<file path="config.mk">
export PLATFORM = sky130hd
export DESIGN_NAME = havalimani_kapi
export DESIGN_NICKNAME = d
export VERILOG_FILES = /design/src/rtl/havalimani_pkg.sv /design/src/rtl/havalimani_kapi_yolcu_listesi.sv /design/src/rtl/havalimani_kapi.sv
export SDC_FILE = /design/constraint.sdc
export NUM_CORES = 1
export LEC_CHECK = 0
export ABC_AREA = 1
export CAP_MARGIN = 10
export CORE_MARGIN = 3
export CORE_UTILIZATION = 58
export CTS_CLUSTER_SIZE = 40
export DETAILED_ROUTE_END_ITERATION = 6
export PLACE_DENSITY = 0.88
export SLEW_MARGIN = 5
export SYNTH_ARGS = -nofsm -noshare
export SYNTH_HDL_FRONTEND = slang
export SYNTH_HIERARCHICAL = 1
export SYNTH_SLANG_ARGS = --single-unit
</file>
<file path="constraint.sdc">
create_clock -name saat -period 4.9 [get_ports saat]
set_input_delay 1.47 -clock saat [delete_from_list [all_inputs] [get_ports saat]]
set_output_delay 1.47 -clock saat [all_outputs]
set_load 0.05 [all_outputs]
</file>
<file path="src/rtl/havalimani_pkg.sv">
// Shared types, reject codes and the passenger-ID validity helper for the
// boarding-gate check-in block.
package havalimani_pkg;

  // Gate controller states.
  typedef enum logic [1:0] {
    BOS    = 2'd0,
    HESAP  = 2'd1,
    SONUC  = 2'd2,
    KALKIS = 2'd3
  } durum_t;

  // Reject reasons, listed from highest to lowest priority.
  localparam logic [1:0] RED_KIMLIK = 2'd0;
  localparam logic [1:0] RED_TEKRAR = 2'd1;
  localparam logic [1:0] RED_BAKIYE = 2'd2;
  localparam logic [1:0] RED_YUK    = 2'd3;

  // An ID is valid when it is non-zero and has an even number of set bits.
  // Callers zero-extend their ID to 32 bits; this does not change the popcount.
  function automatic logic kimlik_gecerli(input logic [31:0] no);
    return (no != 32'd0) && !(^no);
  endfunction

endpackage

</file>
<file path="src/rtl/havalimani_kapi_yolcu_listesi.sv">
// Flight manifest: one ID register plus an occupied bit per seat. New IDs go
// into the lowest free slot, and lookups compare against every slot at once.
module yolcu_listesi #(
  parameter int BIT    = 6,
  parameter int KOLTUK = 4
) (
  input  logic           saat,
  input  logic           reset,
  input  logic           ekle,
  input  logic           temizle,
  input  logic [BIT-1:0] yeni_no,
  input  logic [BIT-1:0] sorgu_no,
  output logic           var_mi
);

  logic [BIT-1:0]    kayit_r [KOLTUK];
  logic [KOLTUK-1:0] dolu_r;
  logic [KOLTUK-1:0] yaz_s;
  logic              bos_bulundu_s;

  // Pick the lowest free slot as the write target for an insert.
  always_comb begin
    yaz_s         = '0;
    bos_bulundu_s = 1'b0;
    for (int i = 0; i < KOLTUK; i++) begin
      if (!dolu_r[i] && !bos_bulundu_s) begin
        yaz_s[i]      = ekle;
        bos_bulundu_s = 1'b1;
      end else begin
        yaz_s[i] = 1'b0;
      end
    end
  end

  // Parallel compare of the query ID against all occupied slots.
  always_comb begin
    var_mi = 1'b0;
    for (int i = 0; i < KOLTUK; i++) begin
      if (dolu_r[i] && (kayit_r[i] == sorgu_no)) begin
        var_mi = 1'b1;
      end else begin
        var_mi = var_mi;
      end
    end
  end

  // Manifest storage: clearing takes priority over an insert.
  always_ff @(posedge saat or negedge reset) begin
    if (!reset) begin
      dolu_r <= '0;
      for (int i = 0; i < KOLTUK; i++) begin
        kayit_r[i] <= '0;
      end
    end else if (temizle) begin
      dolu_r <= '0;
    end else begin
      for (int i = 0; i < KOLTUK; i++) begin
        if (yaz_s[i]) begin
          kayit_r[i] <= yeni_no;
          dolu_r[i]  <= 1'b1;
        end
      end
    end
  end

endmodule

</file>
<file path="src/rtl/havalimani_kapi.sv">
// Boarding-gate check-in: takes passengers over valid/ready, prices the ticket
// and excess baggage, checks the ID, the manifest, the balance and the load
// limit, and then closes the flight with a one-cycle kalkis pulse.
module havalimani_kapi
  import havalimani_pkg::*;
#(
  parameter int BIT           = 6,
  parameter int KOLTUK        = 4,
  parameter int YUK_LIMIT     = 200,
  parameter int YERLI_UCRET   = 45,
  parameter int YABANCI_UCRET = 90,
  parameter int SERBEST       = 20,
  parameter int KG_UCRET      = 2,
  parameter int BEKLEME       = 64
) (
  input  logic                          saat,
  input  logic                          reset,
  input  logic                          giris_gecerli,
  output logic                          giris_hazir,
  input  logic [BIT-1:0]                kimlik_no,
  input  logic                          uyruk,
  input  logic [5:0]                    agirlik,
  input  logic [8:0]                    bakiye,
  output logic                          sonuc_gecerli,
  output logic                          kabul,
  output logic [1:0]                    red_kodu,
  output logic [8:0]                    k_bakiye,
  output logic [$clog2(KOLTUK+1)-1:0]   yolcu_sayisi,
  output logic [9:0]                    toplam_yuk,
  output logic                          kalkis
);

  localparam int SW = $clog2(KOLTUK + 1);
  localparam int CW = $clog2(BEKLEME);
  localparam logic [SW-1:0] KOLTUK_W   = SW'(KOLTUK);
  localparam logic [9:0]    LIMIT_W    = 10'(YUK_LIMIT);
  localparam logic [CW-1:0] BEKLE_SON  = CW'(BEKLEME - 1);

  durum_t         durum_r, durum_next_s;
  logic [BIT-1:0] kimlik_r;
  logic           uyruk_r;
  logic [5:0]     agirlik_r;
  logic [8:0]     bakiye_r;
  logic           karar_kabul_r;
  logic [1:0]     karar_red_r;
  logic [8:0]     karar_bakiye_r;
  logic [SW-1:0]  yolcu_r;
  logic [9:0]     toplam_r;
  logic [CW-1:0]  bekle_r;
  logic           giris_hazir_r, sonuc_gecerli_r, kabul_r, kalkis_r;
  logic [1:0]     red_kodu_r;
  logic [8:0]     k_bakiye_r;

  logic           el_sikisma_s, var_mi_s, kabul_s;
  logic [1:0]     red_s;
  logic [9:0]     fazla_kg_s, ucret_s;
  logic           cikis_hazir_s, cikis_sonuc_s, cikis_kalkis_s;

  assign el_sikisma_s = giris_gecerli && (durum_r == BOS);

  yolcu_listesi #(.BIT(BIT), .KOLTUK(KOLTUK)) u_liste (
    .saat     (saat),
    .reset    (reset),
    .ekle     ((durum_r == HESAP) && kabul_s),
    .temizle  (durum_r == KALKIS),
    .yeni_no  (kimlik_r),
    .sorgu_no (kimlik_r),
    .var_mi   (var_mi_s)
  );

  // Pricing and verdict for the registered passenger, in 10/11-bit arithmetic.
  always_comb begin
    fazla_kg_s = 10'd0;
    if (10'(agirlik_r) > 10'(SERBEST)) begin
      fazla_kg_s = 10'(agirlik_r) - 10'(SERBEST);
    end else begin
      fazla_kg_s = 10'd0;
    end
    ucret_s = (uyruk_r ? 10'(YABANCI_UCRET) : 10'(YERLI_UCRET)) + fazla_kg_s * 10'(KG_UCRET);
    kabul_s = 1'b0;
    red_s   = RED_KIMLIK;
    if (!kimlik_gecerli(32'(kimlik_r))) begin
      red_s = RED_KIMLIK;
    end else if (var_mi_s) begin
      red_s = RED_TEKRAR;
    end else if ({1'b0, bakiye_r} < ucret_s) begin
      red_s = RED_BAKIYE;
    end else if ((11'(toplam_r) + 11'(agirlik_r)) > 11'(YUK_LIMIT)) begin
      red_s = RED_YUK;
    end else begin
      kabul_s = 1'b1;
      red_s   = RED_KIMLIK;
    end
  end

  // State register.
  always_ff @(posedge saat or negedge reset) begin
    if (!reset) begin
      durum_r <= BOS;
    end else begin
      durum_r <= durum_next_s;
    end
  end

  // Next-state logic; a handshake wins over an expiring idle timer.
  always_comb begin
    durum_next_s = durum_r;
    case (durum_r)
      BOS: begin
        if (giris_gecerli) begin
          durum_next_s = HESAP;
        end else if ((yolcu_r != '0) && (bekle_r == BEKLE_SON)) begin
          durum_next_s = KALKIS;
        end else begin
          durum_next_s = BOS;
        end
      end
      HESAP:  durum_next_s = SONUC;
      SONUC: begin
        if (karar_kabul_r && ((yolcu_r == KOLTUK_W) || (toplam_r == LIMIT_W))) begin
          durum_next_s = KALKIS;
        end else begin
          durum_next_s = BOS;
        end
      end
      KALKIS:  durum_next_s = BOS;
      default: durum_next_s = BOS;
    endcase
  end

  // Input capture, verdict latch, flight counters and idle timer.
  always_ff @(posedge saat or negedge reset) begin
    if (!reset) begin
      kimlik_r       <= '0;
      uyruk_r        <= 1'b0;
      agirlik_r      <= 6'd0;
      bakiye_r       <= 9'd0;
      karar_kabul_r  <= 1'b0;
      karar_red_r    <= 2'd0;
      karar_bakiye_r <= 9'd0;
      yolcu_r        <= '0;
      toplam_r       <= 10'd0;
      bekle_r        <= '0;
    end else begin
      case (durum_r)
        BOS: begin
          if (el_sikisma_s) begin
            kimlik_r  <= kimlik_no;
            uyruk_r   <= uyruk;
            agirlik_r <= agirlik;
            bakiye_r  <= bakiye;
            bekle_r   <= '0;
          end else if ((yolcu_r != '0) && (bekle_r != BEKLE_SON)) begin
            bekle_r <= bekle_r + CW'(1);
          end
        end
        HESAP: begin
          karar_kabul_r  <= kabul_s;
          karar_red_r    <= red_s;
          karar_bakiye_r <= kabul_s ? (bakiye_r - ucret_s[8:0]) : bakiye_r;
          if (kabul_s) begin
            yolcu_r  <= yolcu_r + SW'(1);
            toplam_r <= toplam_r + 10'(agirlik_r);
          end
        end
        KALKIS: begin
          yolcu_r  <= '0;
          toplam_r <= 10'd0;
          bekle_r  <= '0;
        end
        default: begin
          bekle_r <= bekle_r;
        end
      endcase
    end
  end

  // Output decode: what the registered outputs become after the next edge.
  always_comb begin
    cikis_hazir_s  = 1'b0;
    cikis_sonuc_s  = 1'b0;
    cikis_kalkis_s = 1'b0;
    case (durum_r)
      SONUC:   cikis_sonuc_s  = 1'b1;
      KALKIS:  cikis_kalkis_s = 1'b1;
      default: cikis_sonuc_s  = 1'b0;
    endcase
    cikis_hazir_s = (durum_next_s == BOS);
  end

  // Registered outputs; the verdict fields hold until the next result.
  always_ff @(posedge saat or negedge reset) begin
    if (!reset) begin
      giris_hazir_r   <= 1'b1;
      sonuc_gecerli_r <= 1'b0;
      kalkis_r        <= 1'b0;
      kabul_r         <= 1'b0;
      red_kodu_r      <= 2'd0;
      k_bakiye_r      <= 9'd0;
    end else begin
      giris_hazir_r   <= cikis_hazir_s;
      sonuc_gecerli_r <= cikis_sonuc_s;
      kalkis_r        <= cikis_kalkis_s;
      if (cikis_sonuc_s) begin
        kabul_r    <= karar_kabul_r;
        red_kodu_r <= karar_red_r;
        k_bakiye_r <= karar_bakiye_r;
      end
    end
  end

  assign giris_hazir   = giris_hazir_r;
  assign sonuc_gecerli = sonuc_gecerli_r;
  assign kalkis        = kalkis_r;
  assign kabul         = kabul_r;
  assign red_kodu      = red_kodu_r;
  assign k_bakiye      = k_bakiye_r;
  assign yolcu_sayisi  = yolcu_r;
  assign toplam_yuk    = toplam_r;

endmodule

</file>
# [Word level (Yosys, flattened, before mapping)]
# Index checks and enable logic that the tools add are counted.
[op_classes] addsub=7 magnitude_cmp=3 eq_ne=13 muxes=40 bitwise=1 n_reduce_logical=38
[ops] operator="parity 32 bit" count=1
[ops] operator="== test 6 bit" count=4
[ops] operator="2-to-1 mux 1 bit" count=21
[ops] operator="one-hot mux 10 bit (2 select lines)" count=1
[ops] operator="2-to-1 mux 9 bit" count=2
[ops] operator="2-to-1 mux 2 bit" count=7
[ops] operator="AND reduction 2 bit" count=7
[ops] operator="logical AND 1 bit" count=13
[ops] operator="2-to-1 mux 6 bit" count=2
[ops] operator="one-hot mux 6 bit (2 select lines)" count=1
[ops] operator="nonzero test 2 bit" count=6
[ops] operator="adder 10 x 6 -> 11 bit" count=1
[ops] operator="greater-than comparator 11 x 8 -> 1 bit (second input constant)" count=1
[ops] operator="adder 10 x 6 -> 10 bit" count=1
[ops] operator="adder 7 x 10 -> 10 bit" count=1
[ops] operator="== test 10 x 8 -> 1 bit (second input constant)" count=1
[ops] operator="less-than comparator 9 x 10 -> 1 bit" count=1
[ops] operator="2-to-1 mux 10 bit" count=1
[ops] operator="subtractor 9 bit" count=1
[ops] operator="one-hot mux 2 bit (4 select lines)" count=1
[ops] operator="2-to-1 mux 7 bit" count=1
[ops] operator="subtractor 6 x 5 -> 7 bit (second input constant)" count=1
[ops] operator="adder 6 x 1 -> 6 bit (second input constant)" count=1
[ops] operator="== test 6 bit (second input constant)" count=1
[ops] operator="17 further kinds" count=24
[word_totals] register_bits=98 in_bits=25 output_inout_bits=28 elab_cells=127

# [Depth between registers and ports, before layout]
[logic_depth] ltp_word=12 depth_mapped=30 ltp_nobuf=28

# [Cells and area by module]
# Netlist, hierarchy kept.
[by_module_without_submodules] mod="havalimani_kapi" instances=1 cells_each=510 area_each_um2=4182.8 seq_area_each_um2=1752.9
[by_module_without_submodules] mod="yolcu_listesi" instances=1 cells_each=210 area_each_um2=1564.0 seq_area_each_um2=700.7

# [Worst setup path after synthesis]
# Ideal clock, no wire load.
[synth_path] kind="register to register" from="reg agirlik_r[3]" to="reg u_liste/kayit_r[10] in the netlist's numbering" setup_ps=120 t_arrival_ps=3781 required_time_ps=4780 path_slack_ps=999 path_stages_with_launch=30 path_buffers=2 synth_period_minus_slack_ps=3901 cell_sequence="dfrtp_1 inv_1 ha_1 nand2_1 nand2_1 nand2_1 inv_1 nor2_1 ha_1 fa_1 nand4_1 nand3_1 xor2_1 ha_1 nand2_1 nor3_1 nand2_1 o211ai_1 a21o_1 nand2_1 nor2_4 nand2_4 buf_6 inv_1 nand2_2 nor2_4 nand3_2 buf_6 nand2_2 o21ai_2"
[synth_via] elab_chain_len=10 elab_cells_between_ends=14 classes_between="3 x add/sub; 3 x order compare; 6 x mux; 2 x reduce/logical"
[synth_rtl] item="start: declaration" line_no="havalimani_kapi.sv:42" source="logic [5:0] agirlik_r;"
[synth_rtl] item="start signal: assignment" line_no="havalimani_kapi.sv:150" source="agirlik_r <= agirlik;"
[synth_rtl] item="subtractor 6 x 5 -> 7 bit or greater-than comparator 6 x 5 -> 1 bit (tied branches)" line_no="havalimani_kapi.sv:75, havalimani_kapi.sv:74"
[synth_rtl] item="2-to-1 mux 9 bit" line_no="havalimani_kapi.sv:74" source="if (10'(agirlik_r) > 10'(SERBEST)) begin"
[synth_rtl] item="adder 7 x 10 -> 10 bit" line_no="havalimani_kapi.sv:79" source="ucret_s = (uyruk_r ? 10'(YABANCI_UCRET) : 10'(YERLI_UCRET)) + fazla_kg_s * 10'(KG_UCRET);"
[synth_rtl] item="less-than comparator 9 x 10 -> 1 bit" line_no="havalimani_kapi.sv:86" source="end else if ({1'b0, bakiye_r} < ucret_s) begin"
[synth_rtl] item="2-to-1 mux 1 bit (*)" line_no="havalimani_kapi.sv:86"
[synth_rtl] item="2-to-1 mux 1 bit (*)" line_no="havalimani_kapi.sv:84" source="end else if (var_mi_s) begin"
[synth_rtl] item="2-to-1 mux 1 bit (*)" line_no="havalimani_kapi.sv:82" source="if (!kimlik_gecerli(32'(kimlik_r))) begin"
[synth_rtl] item="logical AND 1 bit (*)" line_no="havalimani_kapi.sv:64" source=".ekle ((durum_r == HESAP) && kabul_s),"
[synth_rtl] item="2-to-1 mux 1 bit (*)" line_no="havalimani_kapi_yolcu_listesi.sv:26" source="if (!dolu_r[i] && !bos_bulundu_s) begin"
[synth_rtl] item="AND reduction 2 bit (no line) (*)"
[synth_rtl] item="end signal: indexed assignment" line_no="havalimani_kapi_yolcu_listesi.sv:59" source="kayit_r[i] <= yeni_no;"
[synth_rtl] item="end: declaration" line_no="havalimani_kapi_yolcu_listesi.sv:16" source="logic [BIT-1:0] kayit_r [KOLTUK];"
# Every way passes the cells marked *; elsewhere a longest branch is shown, timed or not.
# A chain may end at the register's enable or synchronous reset.

# [Worst setup path after layout]
[layout_path] from="reg agirlik_r[3]" to="reg u_liste/kayit_r[4] in the netlist's numbering"
# The elaborated chain is that of the path after synthesis.

==> results.py <==
metrics = {
    "grt": {
        "grtUsageTotal_pct": 23.8,
        "grt_first_pass_wirelength_mm": 21.6,
        "antenna_found_initial": 0,
        "grt_overflow_total": 0,
        "grt_max_degree": 73,
        "grt_pass1_vias": 4629,
    },
    "die": {
        "die_w_um": 106,
        "num_io_pins": 53,
        "core-area_mm2": 0.00942,
        "start_util_pct": 61.0,
        "dieArea_mm2": 0.0111,
        "rows": 35,
        "die_h_um": 106,
    },
    "worst_setup_path": {
        "startpoint_type": "register",
        "crit_type": "reg -> reg",
        "critPathLaunch": "agirlik_r[3]",
        "cp_slowest_cell": "fa_1",
        "cp.required_ns": 5.21,
        "path_buf_inv": 4,
        "cp_common_cell": "nand2_1",
        "crit_fanout": 15,
        "max_stage_delay_ns": 0.43,
        "cp.arrival_ns": 4.79,
        "endpoint_kind": "register",
        "r2r_start": "agirlik_r[3]",
        "critPathTopFamily": "simple AND/OR/NAND/NOR gates",
    },
    "detailed_routing": {
        "first_iter_violations": 334,
        "via_per_inst": 5.39,
        "via_count": 4903,
        "firstDrtPassIters": 7,
        "final_antenna_net_count": 0,
        "drc": 0,
        "wire_per_inst_um": 14.4,
        "wl_mm": 13.1,
    },
    "logic_synthesis": {
        "yosys.area_share.adder_pct": 8.23,
        "synth_xor_xnor_area_share_pct": 2.90,
        "synth_seq_cells": 98,
        "avgSynthCellArea_um2": 7.98,
        "synth_compound_area_share_pct": 9.73,
        "synth_mux_area_share_pct": 2.35,
        "yosys_warnings": 6,
        "yosys.cell_types.count": 44,
        "yosysSeqAreaShare_pct": 42.7,
        "synth_area_mm2": 0.00575,
        "synth_top_family_by_area": "simple AND/OR/NAND/NOR gates",
        "synth_nets": 781,
        "synth_simple_gate_area_share_pct": 25.7,
        "syn_inst": 720,
    },
    "run": {
        "max_cap_viol_count": 0,
    },
    "cells_and_area": {
        "fin_nets": 837,
        "drive_above_1_share_pct": 8.58,
        "antenna_cells": 0,
        "nFillCells": 711,
        "syn2layout_area_growth_pct": 14.9,
    },
    "hold_path": {
        "hold_start": "karar_bakiye_r[8]",
        "hp-class": "reg -> reg",
    },
    "sta": {
        "slew_headroom_pct": 32.2,
        "fin_crit_ns": 4.48,
        "fmax_mhz": 223,
        "finalHoldViolCount": 0,
        "finalCritPeriodShare_pct": 91.5,
        "setup_tns_ns": 0,
        "rsz0062_at_grt": "false",
        "setup_viol": 0,
        "worstMarginPinSlew_ns": 1.01,
        "slew_viol_final": 0,
        "clock_skew_ns": 0.0100,
    },
    "clocking": {
        "cts_tree": "done",
        "clock_sinks": 98,
        "clk_path_buf_depth": 2,
        "root_buffer": "clkbuf_8",
        "clk_latency_ns": 0.38,
        "htreeDepth": 3,
        "hold_buffers": 0,
        "clk_pin_slew_ns": 0.10,
        "cts_buffers": 9,
    },
    "run_status": {
        "run_status": "finished clean",
    },
    "placement": {
        "numPortBuffers": 52,
        "gp_congestion": 0.955,
        "dp_hpwl_mm": 9.46,
    },
}
[final cells by class]
type | count | area (µm²) | area share, %
repair buffers | 58 | 563 | 8.52
clock inverters | 6 | 67.6 | 1.02
well taps | 129 | 161 | 2.44
clock buffers | 10 | 128 | 1.93
flip-flops and latches | 98 | 2450 | 37.1
multi-input cells | 506 | 2850 | 43.1
inverters | 103 | 387 | 5.85
[logic make-up (layout without fill, tap and decap cells)]
| kind of cell | count (synthesis) | count (layout) |
|---|---|---|
| AO/OA/AOI/OAI | 95 | 95 |
| XOR/XNOR | 19 | 19 |
| adder cells (fa/ha/maj) | 36 | 36 |
| buffers and inverters | 117 | 177 |
| flip-flops | 98 | 98 |
| multiplexers | 12 | 12 |
| AND/OR/NAND/NOR | 343 | 344 |
[final timing paths]
kind	slack, ns	depth (start not counted)	to
worst max register to register	0.42	27	u_liste/kayit_r[4]
worst max-delay path	0.42	27	u_liste/kayit_r[4]
min in group asynchronous	1.19	1	bekle_r[2]
worst min register to register	0.50	2	karar_bakiye_r[8]
max in group asynchronous	2.81	2	karar_bakiye_r[2]
worst min-delay path	0.50	2	karar_bakiye_r[8]
[registers in the layout, indices dropped and copies added, names as in the netlist]
register,flops
toplam_yuk,10
sonuc_gecerli,1
uyruk_r,1
kabul,1
kimlik_r,6
kalkis,1
u_liste/dolu_r,4
durum_r,2
bekle_r,6
karar_kabul_r,1
karar_bakiye_r,9
yolcu_sayisi,3
u_liste/kayit_r,24
giris_hazir,1
karar_red_r,2
k_bakiye,9
red_kodu,2
bakiye_r,9
agirlik_r,6
[layout by cell type, fill, tap and decap left out, types with 2 or more instances in the layout]
cell               n
nand4_4            2
inv_1            101
nand2_1          204
nor2_4             3
o21ai_0           42
xor2_1             6
buf_4              7
nand3_1           57
nand3b_1           2
clkdlybuf4s50_1   51
a21o_1             2
a21oi_2            2
clkinvlp_4         2
xnor2_1           13
nor2_1            49
dfrtp_1           97
nand2_2            9
a31oi_1            3
mux2_2            12
ha_1              33
nand4_1            7
fa_1               3
clkbuf_8           9
nor3b_1            2
a21oi_1           19
o21ai_1            6
o21ai_2           12
nor3_1             5
[repair_timing]
item / CTS / global route
endpoints found under the setup margin: 0 / 27
resized for setup: 0 / 3
setup buffers: 0 / 5
[cell usage after synthesis (all sizes together)]
library cell | count | area [µm²]
nand2 | 214 | 833
inv | 102 | 383
dfrtp | 97 | 2430
o21ai | 60 | 345
nand3 | 58 | 295
nor2 | 52 | 218
ha | 33 | 413
a21oi | 21 | 109
xnor2 | 13 | 114
mux2 | 12 | 135
buf | 8 | 71.3
nand4 | 8 | 65.1
clkbuf | 6 | 22.5
xor2 | 6 | 52.6
nor3 | 5 | 25.0
a31oi | 3 | 18.8
fa | 3 | 60.1
a21o | 2 | 15.0
nand3b | 2 | 15.0
nor3b | 2 | 15.0
a211o | 1 | 8.76
a221oi | 1 | 8.76
a22oi | 1 | 7.51
and2 | 1 | 6.26
clkinv | 1 | 3.75
dfstp | 1 | 26.3
o211ai | 1 | 7.51
o21bai | 1 | 7.51
o22ai | 1 | 6.26
o311ai | 1 | 8.76
o31ai | 1 | 7.51
o41ai | 1 | 8.76
or2 | 1 | 6.26
[per-layer routing]
layer / global-route usage, % / vias to the layer above / share of wire, %
li1: - / 2409 / -
met1: 30.9 / 2293 / 42
met2: 40.8 / 169 / 50
met3: 4.41 / 32 / 5.7
met4: 6.94 / 0 / 2.2
met5: 0 / - / 0
[worst min-delay path, stage by stage, from the launching register on]
cell	delay [ns]
dfrtp_1	0.36
nand2_1	0.05
nand2_1	0.06
[stage by stage]
stage | area [µm²] | setup WS, ns | instances | util [%] | hold WS [ns]
finish | 6610 | 0.416 | 910 | 70.2 | 0.500
floorplan | 5750 | 0.999 | 720 | - | 0.443
global route | 6610 | 0.00683 | 910 | 70.2 | 0.530
detailed placement | 6340 | 0.363 | 888 | 67.3 | 0.475
CTS | 6540 | 0.325 | 904 | 69.4 | 0.501
global placement | 6340 | 0.642 | 888 | 67.3 | 0.471
Power is left out: the tool's default activity adds up to more than one toggle a clock period on the data nets, which glitch-free logic cannot reach.
